===== config.mk =====
export PLATFORM = sky130hd
export DESIGN_NAME = com_decoder
export DESIGN_NICKNAME = d
export VERILOG_FILES = /design/src/rtl/com_pkg.sv /design/src/rtl/sat_counter.sv /design/src/rtl/com_decoder.sv
export SDC_FILE = /design/constraint.sdc
export NUM_CORES = 1
export LEC_CHECK = 0
export CORE_MARGIN = 4
export CORE_UTILIZATION = 30
export CTS_BUF_LIST = sky130_fd_sc_hd__clkbuf_16
export CTS_CLUSTER_DIAMETER = 60
export DETAILED_ROUTE_END_ITERATION = 7
export PLACE_DENSITY_LB_ADDON = 0.1
export SLEW_MARGIN = 20
export SYNTH_ARGS = -nofsm -noshare
export SYNTH_HDL_FRONTEND = slang
export SYNTH_SLANG_ARGS = --single-unit

===== constraint.sdc =====
create_clock -name clk -period 2.4 [get_ports clk]
set_input_delay 0.48 -clock clk [delete_from_list [all_inputs] [get_ports clk]]
set_output_delay 0.48 -clock clk [all_outputs]
set_load 0.01 [all_outputs]

===== src/rtl/com_pkg.sv =====
// Shared constants for the comparator-code decoder: code values, relation codes
// and output-stage FSM states.
package com_pkg;

  localparam logic [2:0] COM_GT = 3'b001;
  localparam logic [2:0] COM_LT = 3'b010;
  localparam logic [2:0] COM_EQ = 3'b100;

  typedef enum logic [1:0] {
    REL_EQ  = 2'b00,
    REL_GT  = 2'b01,
    REL_LT  = 2'b10,
    REL_ERR = 2'b11
  } rel_t;

  typedef enum logic {
    EMPTY = 1'b0,
    FULL  = 1'b1
  } state_t;

endpackage


===== src/rtl/sat_counter.sv =====
// Saturating up-counter with synchronous reset and clear; clr beats inc and the
// count sticks at all ones instead of wrapping.
module sat_counter #(
  parameter int CNT_W = 8
) (
  input  logic             clk,
  input  logic             rst,
  input  logic             clr,
  input  logic             inc,
  output logic [CNT_W-1:0] count
);

  // NOTE: state registers use non-blocking assignments so every flop samples
  // pre-edge values, independent of process evaluation order.
  always_ff @(posedge clk) begin
    if (rst || clr) begin
      count <= '0;
    end else if (inc && (count != '1)) begin
      count <= count + CNT_W'(1);
    end
  end

endmodule


===== src/rtl/com_decoder.sv =====
// Consumer of the one-hot comparator code: decodes com into max/min/relation
// behind a one-entry registered output stage and keeps saturating tallies.
// Build option: define COM_DECODER_ONEHOT_CHECK_EN for strict one-hot checking
// (illegal codes become ERR); otherwise com is priority-decoded bit0 > bit1 > bit2.
module com_decoder
  import com_pkg::*;
#(
  parameter int WIDTH = 5,
  parameter int CNT_W = 8
) (
  input  logic             clk,
  input  logic             rst,
  input  logic             in_valid,
  output logic             in_ready,
  input  logic [2:0]       com,
  input  logic [WIDTH-1:0] a,
  input  logic [WIDTH-1:0] b,
  output logic             out_valid,
  input  logic             out_ready,
  output logic [WIDTH-1:0] out_max,
  output logic [WIDTH-1:0] out_min,
  output logic [1:0]       out_rel,
  input  logic             clr,
  output logic [CNT_W-1:0] cnt_gt,
  output logic [CNT_W-1:0] cnt_lt,
  output logic [CNT_W-1:0] cnt_eq,
  output logic [CNT_W-1:0] cnt_err,
  output logic             err_sticky
);

  state_t           state, state_nxt;
  logic             accept;
  rel_t             rel_dec;
  logic [WIDTH-1:0] max_dec, min_dec;

  always_ff @(posedge clk) begin
    if (rst) state <= EMPTY;
    else     state <= state_nxt;
  end

  // NOTE: every signal written here gets a default first, so no path through
  // the block can leave a value unassigned and infer a latch.
  always_comb begin
    state_nxt = state;
    in_ready  = 1'b0;
    case (state)
      EMPTY: in_ready = 1'b1;
      FULL:  in_ready = out_ready;
      default: in_ready = 1'b0;
    endcase
    if (rst) in_ready = 1'b0;
    accept = in_valid && in_ready;
    case (state)
      EMPTY: if (accept) state_nxt = FULL;
      FULL:  if (out_ready && !in_valid) state_nxt = EMPTY;
      default: state_nxt = EMPTY;
    endcase
  end

  assign out_valid = (state == FULL);

  // Relation comes only from com; operand values are never compared.
  always_comb begin
    rel_dec = REL_EQ;
    max_dec = a;
    min_dec = a;
`ifdef COM_DECODER_ONEHOT_CHECK_EN
    case (com)
      COM_GT:  begin rel_dec = REL_GT; max_dec = a; min_dec = b; end
      COM_LT:  begin rel_dec = REL_LT; max_dec = b; min_dec = a; end
      COM_EQ:  begin rel_dec = REL_EQ; max_dec = a; min_dec = a; end
      default: begin rel_dec = REL_ERR; max_dec = '0; min_dec = '0; end
    endcase
`else
    if (com[0]) begin
      rel_dec = REL_GT; max_dec = a; min_dec = b;
    end else if (com[1]) begin
      rel_dec = REL_LT; max_dec = b; min_dec = a;
    end
`endif
  end

  always_ff @(posedge clk) begin
    if (rst) begin
      out_max <= '0;
      out_min <= '0;
      out_rel <= REL_EQ;
    end else if (accept) begin
      out_max <= max_dec;
      out_min <= min_dec;
      out_rel <= rel_dec;
    end
  end

  logic inc_err;
`ifdef COM_DECODER_ONEHOT_CHECK_EN
  assign inc_err = accept && (rel_dec == REL_ERR);

  always_ff @(posedge clk) begin
    if (rst || clr)   err_sticky <= 1'b0;
    else if (inc_err) err_sticky <= 1'b1;
  end
`else
  assign inc_err    = 1'b0;
  assign err_sticky = 1'b0;
`endif

  sat_counter #(.CNT_W(CNT_W)) u_cnt_gt (
    .clk(clk), .rst(rst), .clr(clr), .inc(accept && (rel_dec == REL_GT)), .count(cnt_gt)
  );
  sat_counter #(.CNT_W(CNT_W)) u_cnt_lt (
    .clk(clk), .rst(rst), .clr(clr), .inc(accept && (rel_dec == REL_LT)), .count(cnt_lt)
  );
  sat_counter #(.CNT_W(CNT_W)) u_cnt_eq (
    .clk(clk), .rst(rst), .clr(clr), .inc(accept && (rel_dec == REL_EQ)), .count(cnt_eq)
  );
  sat_counter #(.CNT_W(CNT_W)) u_cnt_err (
    .clk(clk), .rst(rst), .clr(clr), .inc(inc_err), .count(cnt_err)
  );

endmodule


# ---- Yosys cells after proc, flatten, opt, wreduce, memory -nomap -nowiden
# Index checks and enable logic that the tools add are counted.
dict set report word_totals {
  romBits 0
  output_inout_bits 47
  input_bits 18
  latch_bits 0
  mem_count 0
  regBits 37
  ramBits 0
}
dict set report classes {
  n_bitwise 1
  n_eq_ne 5
  div_mod_pow 0
  shifts 0
  mul 0
  n_reduce_logical 11
  n_lt_le_gt_ge 0
  n_addsub 3
  muxes 10
}
# operator count
set ops {}
lappend ops {{adder 8 x 1 -> 8 bit (second input constant)} 3}
lappend ops {{inequality test 8 bit (second input constant)} 3}
lappend ops {{two-way mux 5 bit} 3}
lappend ops {{logical AND 1 bit} 8}
lappend ops {{two-way mux 2 bit} 2}
lappend ops {{case mux 1 bit (2 select lines)} 2}
lappend ops {{two-way mux 1 bit} 3}
lappend ops {{== test 2 x 1 -> 1 bit (second input constant)} 1}
lappend ops {{== test 2 bit (second input constant)} 1}
lappend ops {{zero test 2 bit} 1}
lappend ops {{zero test 1 bit} 1}
lappend ops {{logical OR 1 bit} 1}
lappend ops {{inverter 1 bit} 1}

# ---- Logic depth before layout (Yosys ltp)
dict set report depth {
  ltp_word 6
  ltp_mapped 7
}

# ---- Modules after synthesis
# Synthesis repeated with hierarchy kept, for this count alone.
dict set report hier_totals {
  hier_cells 266
  area_unflattened_um2 2307.2
}
# module instances cells_each area_each_um2 seq_area_each_um2
set modules_own_cells {}
lappend modules_own_cells {sat_counter 4 48 421.7 160.2}
lappend modules_own_cells {com_decoder 1 74 620.6 260.2}

# ---- Worst setup path before layout
# Ideal clock, no wire load.
dict set report synth_timing {
  path_kind {flip-flop to flip-flop}
  start {reg u_cnt_gt.count[0]}
  end {reg u_cnt_gt.count[3]}
  t_required_ns 2.330
  t_arrival_ns 1.710
  stages_incl_launch_ff 7
  n_path_buf 1
  setup_time_ns 0.070
  path_slack_ns 0.620
  path_cell_list {dfxtp_1 ha_1 and3_1 and3_1 clkbuf_1 or4_1 a21oi_1}
}
dict set report synth_between {
  elab_chain_cells 2
  elab_cells_between_ends 3
  cone_classes {add/sub: 1; eq/ne: 1; reduce/logical: 1}
}
# element line_no
set synth_lines {}
lappend synth_lines {{start: declaration} sat_counter.sv:10} ;# output logic [CNT_W-1:0] count
lappend synth_lines {{start signal: assignment} sat_counter.sv:19} ;# count <= count + CNT_W'(1);
lappend synth_lines {{parallel branches: the longest is 2 deep, another holds adder 8 x 1 -> 8 bit} n/a}
# Several ways; the timed one is not identified.
# A chain may end at the register's enable or synchronous reset.

# ---- Worst setup path after layout
dict set report layout_timing {
  start {in out_ready}
  end {out in_ready}
}
dict set report layout_between {
  elab_chain_cells 2
}
# element line_no
set layout_lines {}
lappend layout_lines {{start: declaration} com_decoder.sv:19} ;# input logic out_ready,
lappend layout_lines {{case mux 1 bit (2 select lines)} com_decoder.sv:46} ;# case (state)
lappend layout_lines {{two-way mux 1 bit} com_decoder.sv:51} ;# if (rst) in_ready = 1'b0;
lappend layout_lines {{end: declaration} com_decoder.sv:14} ;# output logic in_ready,
# No other way between the ends.

==> metrics.txt <==
critical path arrival about 1.7 ns; initial core utilization about a third; Crit. End Element output pin; Final Util 44.9%; die area 7660 um2; Critical Path RT between 1.5 and 2 ns; Clock Path Buffers 2; Worst-Margin Slew 0.523 ns; pwr dens roughly 600 nW/um2; WS Path Type input pin to output pin; first-pass GRT wire length ~8 mm; GRT Total Usage between 10% and 20%; mux contribution to synthesized area 6.33%; commonest non-fill, non-tap cells in the layout clkdlybuf4s50_1 (54), dfxtp_1 (37), nor2_1 (23); Vias 1806; largest net degree at the start of global routing 21; grt ovf 0; Ant. Diodes 0; #FFs+latches synth 37; Syn Inst Count about 220; CTS root buffer clkbuf_16; setup_tns 0 ns; Sink Count 37; RSZ-0062 raised after global routing no; ys async rst share 0%; post-synthesis average cell area 8.59 um2; Synth Area in Simple Gates between 20% and 30%; CTS tree yes; synthesized cell area 1900 um2; warnings from Yosys 0; fin nets around 300; Peak Freq roughly 450 MHz; initial antenna violation count 0; Buffers on Ports 54; Finish-stage setup viols 0; most common cell after layout, fill and taps aside clkdlybuf4s50_1; largest family of logic cells by synthesized area simple AND/OR/NAND/NOR gates; DR DRC count 0; post-synthesis compound-gate area fraction between 10% and 20%; final hold viol count 0; worst skew pair latency 0.28 ns; first-pass iteration count of the detailed router 4; post-synthesis adder-cell area fraction 1.98%; final hold slack 0.489 ns; Max FO, Critical Path 5; status complete, no violations; drt wl/cell 13.3 um; placed cell count between 300 and 400; final wirelength about 4.8 mm; Slew headroom between 60% and 70%; Vias/cell roughly 5.1; Die X 87.5 um; Cell variety after synth 38; Post-synth top flop dfxtp_1; DIE HEIGHT roughly 90 um; CTS resizes 0; Max Cap Viol 0; crit path time final about 2.2 ns; Max Slew Vio Count 0; clock-pin slew on the worst setup and hold paths 0.05 ns; num rows 28; Area Growth Syn to Fin 42.4%; vias in the first global route 1698; Final Non-Filler Cells 357; CORE AREA roughly 6000 um2; share of cells above drive strength 1 about 8.2%; post-synthesis xor/xnor area fraction 0%; Leak 0.931 nW; Setup crit start kind input pin; Post-CTS Hold Fix Bufs 0; H-tree Lvls 2; antenna-violating nets left 0; sequential area share after synthesis roughly two fifths; Num CTS Buffers 5; clk_skew around 0.0084 ns; GP Congestion 0.751; num ports between 60 and 70; Post-synth EDFFs 0; worst min path class flip-flop to flip-flop; DP HPWL approximately 3.5 mm; worst vdd ir between 0.2 and 0.3 mV; # Post-CTS Setup Buffers 0; period utilization about nine tenths; Initial DRC Count 69
[power breakdown]
| group | leakage (nW) | switching [W] | internal, W |
|---|---|---|---|
| logic | 0.537 | 0.0000766 | 0.0000834 |
| registers | 0.300 | 0.00000886 | 0.000629 |
| clock network | 0.0938 | 0.000257 | 0.000593 |
[state kept, by name, indices dropped and copies added (netlist names)]
signal and flops:
out_max 5, out_min 5, out_rel 2, out_valid 1, u_cnt_eq.count 8, u_cnt_gt.count 8, u_cnt_lt.count 8
[cells by family after synthesis]
| kind of cell | Yosys count |
|---|---|
| buf+inv | 24 |
| flops | 37 |
| compound gates | 53 |
| mux | 12 |
| other cells | 1 |
| fa+ha+maj | 3 |
| simple gates | 91 |
[area by class of cell]
cell class / instances / area [um2]
inverter: 4 / 15.0
sequential: 37 / 741
multi-input combinational: 168 / 1040
fill: 615 / 3320
clock buffer: 5 / 125
timing repair buffer: 65 / 623
clock inverter: 3 / 65.1
tap: 75 / 93.8
[through the flow]
| step | area, um2 | total power, W | setup slack, ns |
|---|---|---|---|
| floorplan | 1930 | 0.000742 | 0.620 |
| global placement | 2510 | 0.000812 | 0.154 |
| detailed placement | 2510 | 0.000813 | 0.153 |
| CTS | 2700 | 0.00167 | 0.192 |
| global route | 2700 | 0.00171 | 0.0886 |
| finish | 2700 | 0.00165 | 0.202 |
[layer usage]
layer	wire length [um]	vias to the layer above	track usage, %
met1	2210	815	17.8
met2	2150	51	20.3
li1	-	936	-
met3	359	4	4.99
met5	0	-	0
met4	36	0	2.51
[synth_stat cells, types with 3 or more instances]
| cell | n | area share (%) |
|---|---|---|
| a211oi_1 | 10 | 4.0 |
| a21oi_1 | 19 | 5.0 |
| and3_1 | 6 | 2.0 |
| and4_1 | 3 | 1.4 |
| buf_4 | 9 | 3.6 |
| buf_6 | 3 | 1.8 |
| clkbuf_1 | 6 | 1.2 |
| dfxtp_1 | 37 | 39 |
| ha_1 | 3 | 2.0 |
| inv_1 | 4 | 0.79 |
| mux2i_1 | 12 | 6.3 |
| nand2_1 | 7 | 1.4 |
| nand3_1 | 16 | 4.2 |
| nand4_1 | 4 | 1.3 |
| nor2_1 | 23 | 4.5 |
| nor3_1 | 5 | 1.3 |
| nor4_1 | 3 | 0.99 |
| o21ai_0 | 9 | 2.4 |
| o31ai_1 | 7 | 2.8 |
| or3_1 | 6 | 2.0 |
| or4_1 | 7 | 2.8 |
[path summary, 6_finish.rpt]
check | startpoint | endpoint | slack [ns] | cells after the start
worst max-delay path | out_ready | in_ready | 0.20 | 4
worst min-delay path | out_rel[0]$_SDFFE_PP0P_ | out_rel[0]$_SDFFE_PP0P_ | 0.49 | 2
worst max register to register | u_cnt_gt.count[0]$_SDFFE_PP0P_ | u_cnt_gt.count[4]$_SDFFE_PP0P_ | 0.57 | 5
worst min register to register | out_rel[0]$_SDFFE_PP0P_ | out_rel[0]$_SDFFE_PP0P_ | 0.49 | 2
[critical path: stages]
cell and delay, ns:
clkdlybuf4s50_1 0.41, nor2b_1 0.27, nor2_1 0.07, clkdlybuf4s50_1 0.48
No activity file was read; power rests on OpenSTA's default activity.
==> edit 1 (same settings) <==
`WIDTH`: 5 -> 4.
--- a/src/rtl/com_decoder.sv
+++ b/src/rtl/com_decoder.sv
@@ -5,7 +5,7 @@
 module com_decoder
   import com_pkg::*;
 #(
-  parameter int WIDTH = 5,
+  parameter int WIDTH = 4,
   parameter int CNT_W = 8
 ) (
   input  logic             clk,
Ports: changed (resized a, b, out_max and out_min); port bits go from 65 to 61. The function was not compared with the original's and may differ.
==> edit 1 against the original RTL <==
  * Routed wire length is 2.4% lower
  * Area after synthesis is 4.9% lower
  * Count of clock-buffer cells in the layout stayed put
  * Final area is 6.8% lower
  * Worst setup slack worse by 0.011 ns
  * Total power is 19% lower
  * Clock skew is 0.0051 ns lower
  * Maximum frequency is 0.48% lower
  * Sequential cell count is 2 lower
  * Critical endpoint unchanged
  * First-iteration DRC count stayed put
  * Core utilization is 0.47 points lower
==> edit 1: results (changes against the original RTL) <==
Parameter                              Value

Place
  Worst-case setup slack after placement ... 0.0462 ns (-0.107 ns)
  Number of placed cells counting well taps ... 337 (-3.4%)
  Number of buffers inserted by port buffering ... 50 (-7.4%)
  Standard cell area after detailed placement ... 2390 µm² (-5.0%)
  Final RePlAce weighted congestion ... 0.767 (+2.2%)

Pwr
  Psw ... 300 µW (-12%)
  Maximum VDD drop ... 0.000243 V (-19%)

Global route
  Met3 layer usage reported by global route ... 4.23% (-0.76 points)
  GR Util met2 ... 21.1% (+0.84 points)
  Met1 track demand over resource in global routing ... 16.6% (-1.2 points)

Routing
  Vias ... 1,723 (-4.6%)
  Metal2 WL ... 2210 µm (+2.9%)
  DR WL met3 ... 178 µm (-50%)
  Met1 wire length ... 2200 µm (-0.81%)
  Per-cell routed wire length ... 13.5 µm (+1.5%)

Critical path
  Maximum fanout along the worst path ... 7 (+2)
  Worst reg2reg endpoint ... u_cnt_lt.count[3]
  Slack of the worst reg-to-reg path ... 0.65 ns (+0.08 ns)
  Register-to-Register Path Depth ... 6 (+1)

Synth
  Fraction of synthesized area in multiplexers ... 2.77% (-3.6 points)
  Compound-Gate Fraction of Synth Area ... 19.8% (+2.0 points)
  Gate count of the mapped netlist ... 214 (-3.2%)
  Top cells by area, synth ... dfxtp_1 (39%), a21oi_1 (5.5%), nor2_1 (4.0%)
  Post-synthesis sequential area ratio ... 38.8% (-0.19 points)

Run status
  Outcome ... completed

Final layout
  Fraction of final layout cells with drive strength greater than 1 ... 10.7% (+2.5 points)
  Number of nets in the final layout ... 291 (-3.6%)
  Fill cells ... 587 (-4.6%)
  Post-layout utilization of the core ... 44.4% (-0.47 points)

STA
  Slew HR ... 65.0% (about the same)

Hold path
  Hold worst-path end ... out_rel[1]
==> edit 1: cell types whose count changed after synthesis, sizes merged, moves of 3 or more <==
cell    unedited run  this run
a211oi            10         6
mux2i             12         5
nor2              23        20
nand3             17        14
nand2              7        16
a311oi             0         4
and3               6         3
==> edit 1: final cells by class <==
cell class / instances / share of cell area, %
Clock inverter: 1 / 0.149
Timing Repair Buffer: 61 / 23.1
Tap cell: 72 / 3.58
Multi-Input combinational cell: 165 / 39.7
Sequential cell: 35 / 27.8
Clock buffer: 5 / 4.97
Inverter: 4 / 0.596
==> edit 1: power groups by stage <==
stage               Sequential (µW)  Combinational, µW  Clock, µW
detailed placement              614                145          0
global route                    603                160        624
floorplan                       619               77.8          0
global placement                614                145          0
finish                          602                144        590
CTS                             602                145        610
==> edit 1: cells by family after synthesis <==
family | after synthesis
other | 1
and+or+nand+nor | 93
muxes | 5
adders and majority gates | 3
buffers and inverters | 22
AOI/OAI and AO/OA | 55
DFF | 35
==> edit 2 (config.mk and constraints unchanged) <==
Without the edit above. Put a register stage on the output `cnt_lt`, cleared by the reset. The value now appears one clock later. The other outputs are not delayed to match.
--- a/src/rtl/com_decoder.sv
+++ b/src/rtl/com_decoder.sv
@@ -27,6 +27,8 @@
   output logic [CNT_W-1:0] cnt_err,
   output logic             err_sticky
 );
+
+  logic [CNT_W-1:0] cnt_lt_d;
 
   state_t           state, state_nxt;
   logic             accept;
@@ -109,7 +111,7 @@
     .clk(clk), .rst(rst), .clr(clr), .inc(accept && (rel_dec == REL_GT)), .count(cnt_gt)
   );
   sat_counter #(.CNT_W(CNT_W)) u_cnt_lt (
-    .clk(clk), .rst(rst), .clr(clr), .inc(accept && (rel_dec == REL_LT)), .count(cnt_lt)
+    .clk(clk), .rst(rst), .clr(clr), .inc(accept && (rel_dec == REL_LT)), .count(cnt_lt_d)
   );
   sat_counter #(.CNT_W(CNT_W)) u_cnt_eq (
     .clk(clk), .rst(rst), .clr(clr), .inc(accept && (rel_dec == REL_EQ)), .count(cnt_eq)
@@ -118,5 +120,13 @@
     .clk(clk), .rst(rst), .clr(clr), .inc(inc_err), .count(cnt_err)
   );
 
+  always_ff @(posedge clk) begin
+    if (rst) begin
+      cnt_lt <= '0;
+    end else begin
+      cnt_lt <= cnt_lt_d;
+    end
+  end
+
 endmodule
 
Function: changed (a bounded check fails within 4 cycles, from zero or initial values and one cycle with rst high).
==> edit 2 against the original RTL <==
  * Routed wire length grew 7.6%
  * Sequential cell count up 8
  * Worst setup slack worse by 0.050 ns
  * Critical endpoint unchanged
  * Clock power down 21%
  * Combinational power grew 6%
  * Final area rose by 7.7%
  * Largest power group is now registers
  * Register-to-register slack improved by 0.21 ns
  * Hold slack lost 0.0094 ns
  * Area after synthesis increased by 11%
  * Total power fell by 2.0%
  * Highest routed layer unchanged
  * Sequential power grew 21%
  * Sequential share of layout area grew 3.5 points
  * Cell count is 10% higher
  * Die area grew 10%
==> edit 2: results (changes against the original RTL) <==
Parameter                              Value

Final layout
  Number of nets in the final layout ... 318 (+5.3%)
  Final std cells w/o fill ... 394 (+10%)
  Final antenna diode count ... 0 (unchanged)
  Fill cells ... 723 (+18%)
  Fraction of final layout cells with drive strength greater than 1 ... 9.06% (+0.90 points)

Critical path
  Slack of the worst reg-to-reg path ... 0.78 ns (+0.21 ns)
  Worst reg2reg endpoint ... u_cnt_gt.count[4]
  Arr. time, crit path ... 1.77 ns (+0.05 ns)
  Beginning of the worst register-to-register path ... u_cnt_gt.count[0]
  Register-to-Register Path Depth ... 4 (-1)
  Maximum fanout along the worst path ... 6 (+1)

Clocking
  CTS max path bufs ... 2 (unchanged)
  Post-CTS sizing ... 0 (unchanged)
  CTS H-tree lvls ... 2 (unchanged)
  Clock slew seen by the registers of the worst setup and hold paths ... 0.06 ns
  Clk Tree Root Cell ... clkbuf_16
  CTS Buf Count ... 5 (unchanged)
  Post-CTS Setup Inserts ... 0 (unchanged)
  Clock latency of the later-clocked register in the worst-skew pair ... 0.28 ns (about the same)

Routing
  DR WL met3 ... 267 µm (-26%)
  1st-pass router iterations ... 4 (unchanged)
  Avg Vias per Cell ... 4.87 (-3.7%)
  Topmost layer with routed signal wires ... met4
  Metal2 WL ... 2220 µm (+3.2%)
  1st-iter DRT viols ... 59 (-14%)
  Total wirelength of the detailed-routed design ... 5120 µm (+7.6%)
  Met1 wire length ... 2550 µm (+15%)

Pwr
  Reported leakage power ... 0.00100 µW (+7.9%)
  Maximum VDD drop ... 0.000287 V (-4.3%)
  Psw ... 383 µW (+12%)

Hold path
  Number of cells on the worst hold path ... 2 (unchanged)
  Hold worst-path end ... cnt_lt[7]
  Path class of the lowest-slack min-delay path ... reg -> reg
  Launch instance of the worst min-delay path ... u_cnt_lt.count[7]

Place
  Number of buffers inserted by port buffering ... 54 (unchanged)
  Final HPWL from detailed placement ... 3680 µm (+5.0%)
  Final RePlAce weighted congestion ... 0.810 (+7.9%)

Synth
  Most frequent cells after synthesis ... dfxtp_1 (45), nor2_1 (26), a21oi_1 (19)
  Gate count of the mapped netlist ... 237 (+7.2%)
  Number of unique standard cell types used by synthesis ... 39 (+2.6%)
  Warnings, synthesis ... 0 (unchanged)
  Post-synthesis sequential area ratio ... 42.6% (+3.6 points)
  Top cells by area, synth ... dfxtp_1 (43%), mux2i_1 (5.7%), nor2_1 (4.6%)
  Async set-or-reset flop fraction in the synthesized netlist ... 0% (unchanged)
  Library cell occupying the most area in the post-synthesis netlist ... dfxtp_1

STA
  Hold slack ... 0.480 ns (-0.00938 ns)
  Setup clock skew after layout ... 0.00360 ns (-0.00480 ns)
  Setup TNS Final ... 0 ns (unchanged)

Global route
  Pin count of the biggest net entering global routing ... 21 (unchanged)
  Total routing resource utilization after global routing ... 12.3% (-0.93 points)
  Met1 track demand over resource in global routing ... 16.6% (-1.2 points)
  Initial antenna violation count ... 0 (unchanged)
  Global-route wire length before repair ... 8490 µm (+3.6%)
  Met3 layer usage reported by global route ... 3.36% (-1.6 points)
  GR Util met2 ... 18.4% (-1.8 points)
  Vias in the first global route ... 1,782 (+4.9%)

Run status
  Outcome ... completed
## edit 2: layout make-up
type                            instances  area (µm²)  area share, %
Multi-Input combinational cell        176        1100           37.7
Tap cell                               96         120           4.13
Clock buffer                            5         125           4.30
Inverter                                4        15.0          0.516
Clock inverter                          3        17.5          0.602
Sequential cell                        45         901           30.9
Timing Repair Buffer                   65         636           21.8
## edit 2: critical path, stage by stage
cell             delay [ns]
clkdlybuf4s50_1        0.42
nor2b_1                0.29
nor2_1                 0.07
clkdlybuf4s50_1        0.51
## edit 2: per-stage QoR
stage                     area [µm²]  setup slack (ns)
final                           2910             0.152
after global routing            2910            0.0541
after CTS                       2910             0.147
after detailed placement        2770             0.148
after global placement          2770             0.133
after floorplan                 2140             0.675
## edit 2: power groups by stage
stage,clock [µW],sequential (µW),combinational (µW)
finish,675,770,170
global route,720,772,186
CTS,699,770,172
detailed placement,0,787,171
global placement,0,787,171
floorplan,0,793,88.5
## edit 2: how the worst max path moves through the flow
stage | from | to | slack [ns] | cells past startpoint
2_1_floorplan | com[0] | u_cnt_lt.count[4] | 0.68 | 7
3_3_place_gp | out_ready | in_ready | 0.13 | 4
3_5_place_dp | out_ready | in_ready | 0.15 | 4
4_1_cts | out_ready | in_ready | 0.15 | 4
5_1_grt | out_ready | in_ready | 0.05 | 4
6_report | out_ready | in_ready | 0.15 | 4
## edit 2: kinds of logic after synthesis
logic type,Yosys count,synth area share (%)
muxes,12,5.68
AOI/OAI and AO/OA,53,16.0
and+or+nand+nor,99,26.9
DFF,45,42.6
buffers and inverters,24,6.92
adders and majority gates,3,1.78
other,1,0.177
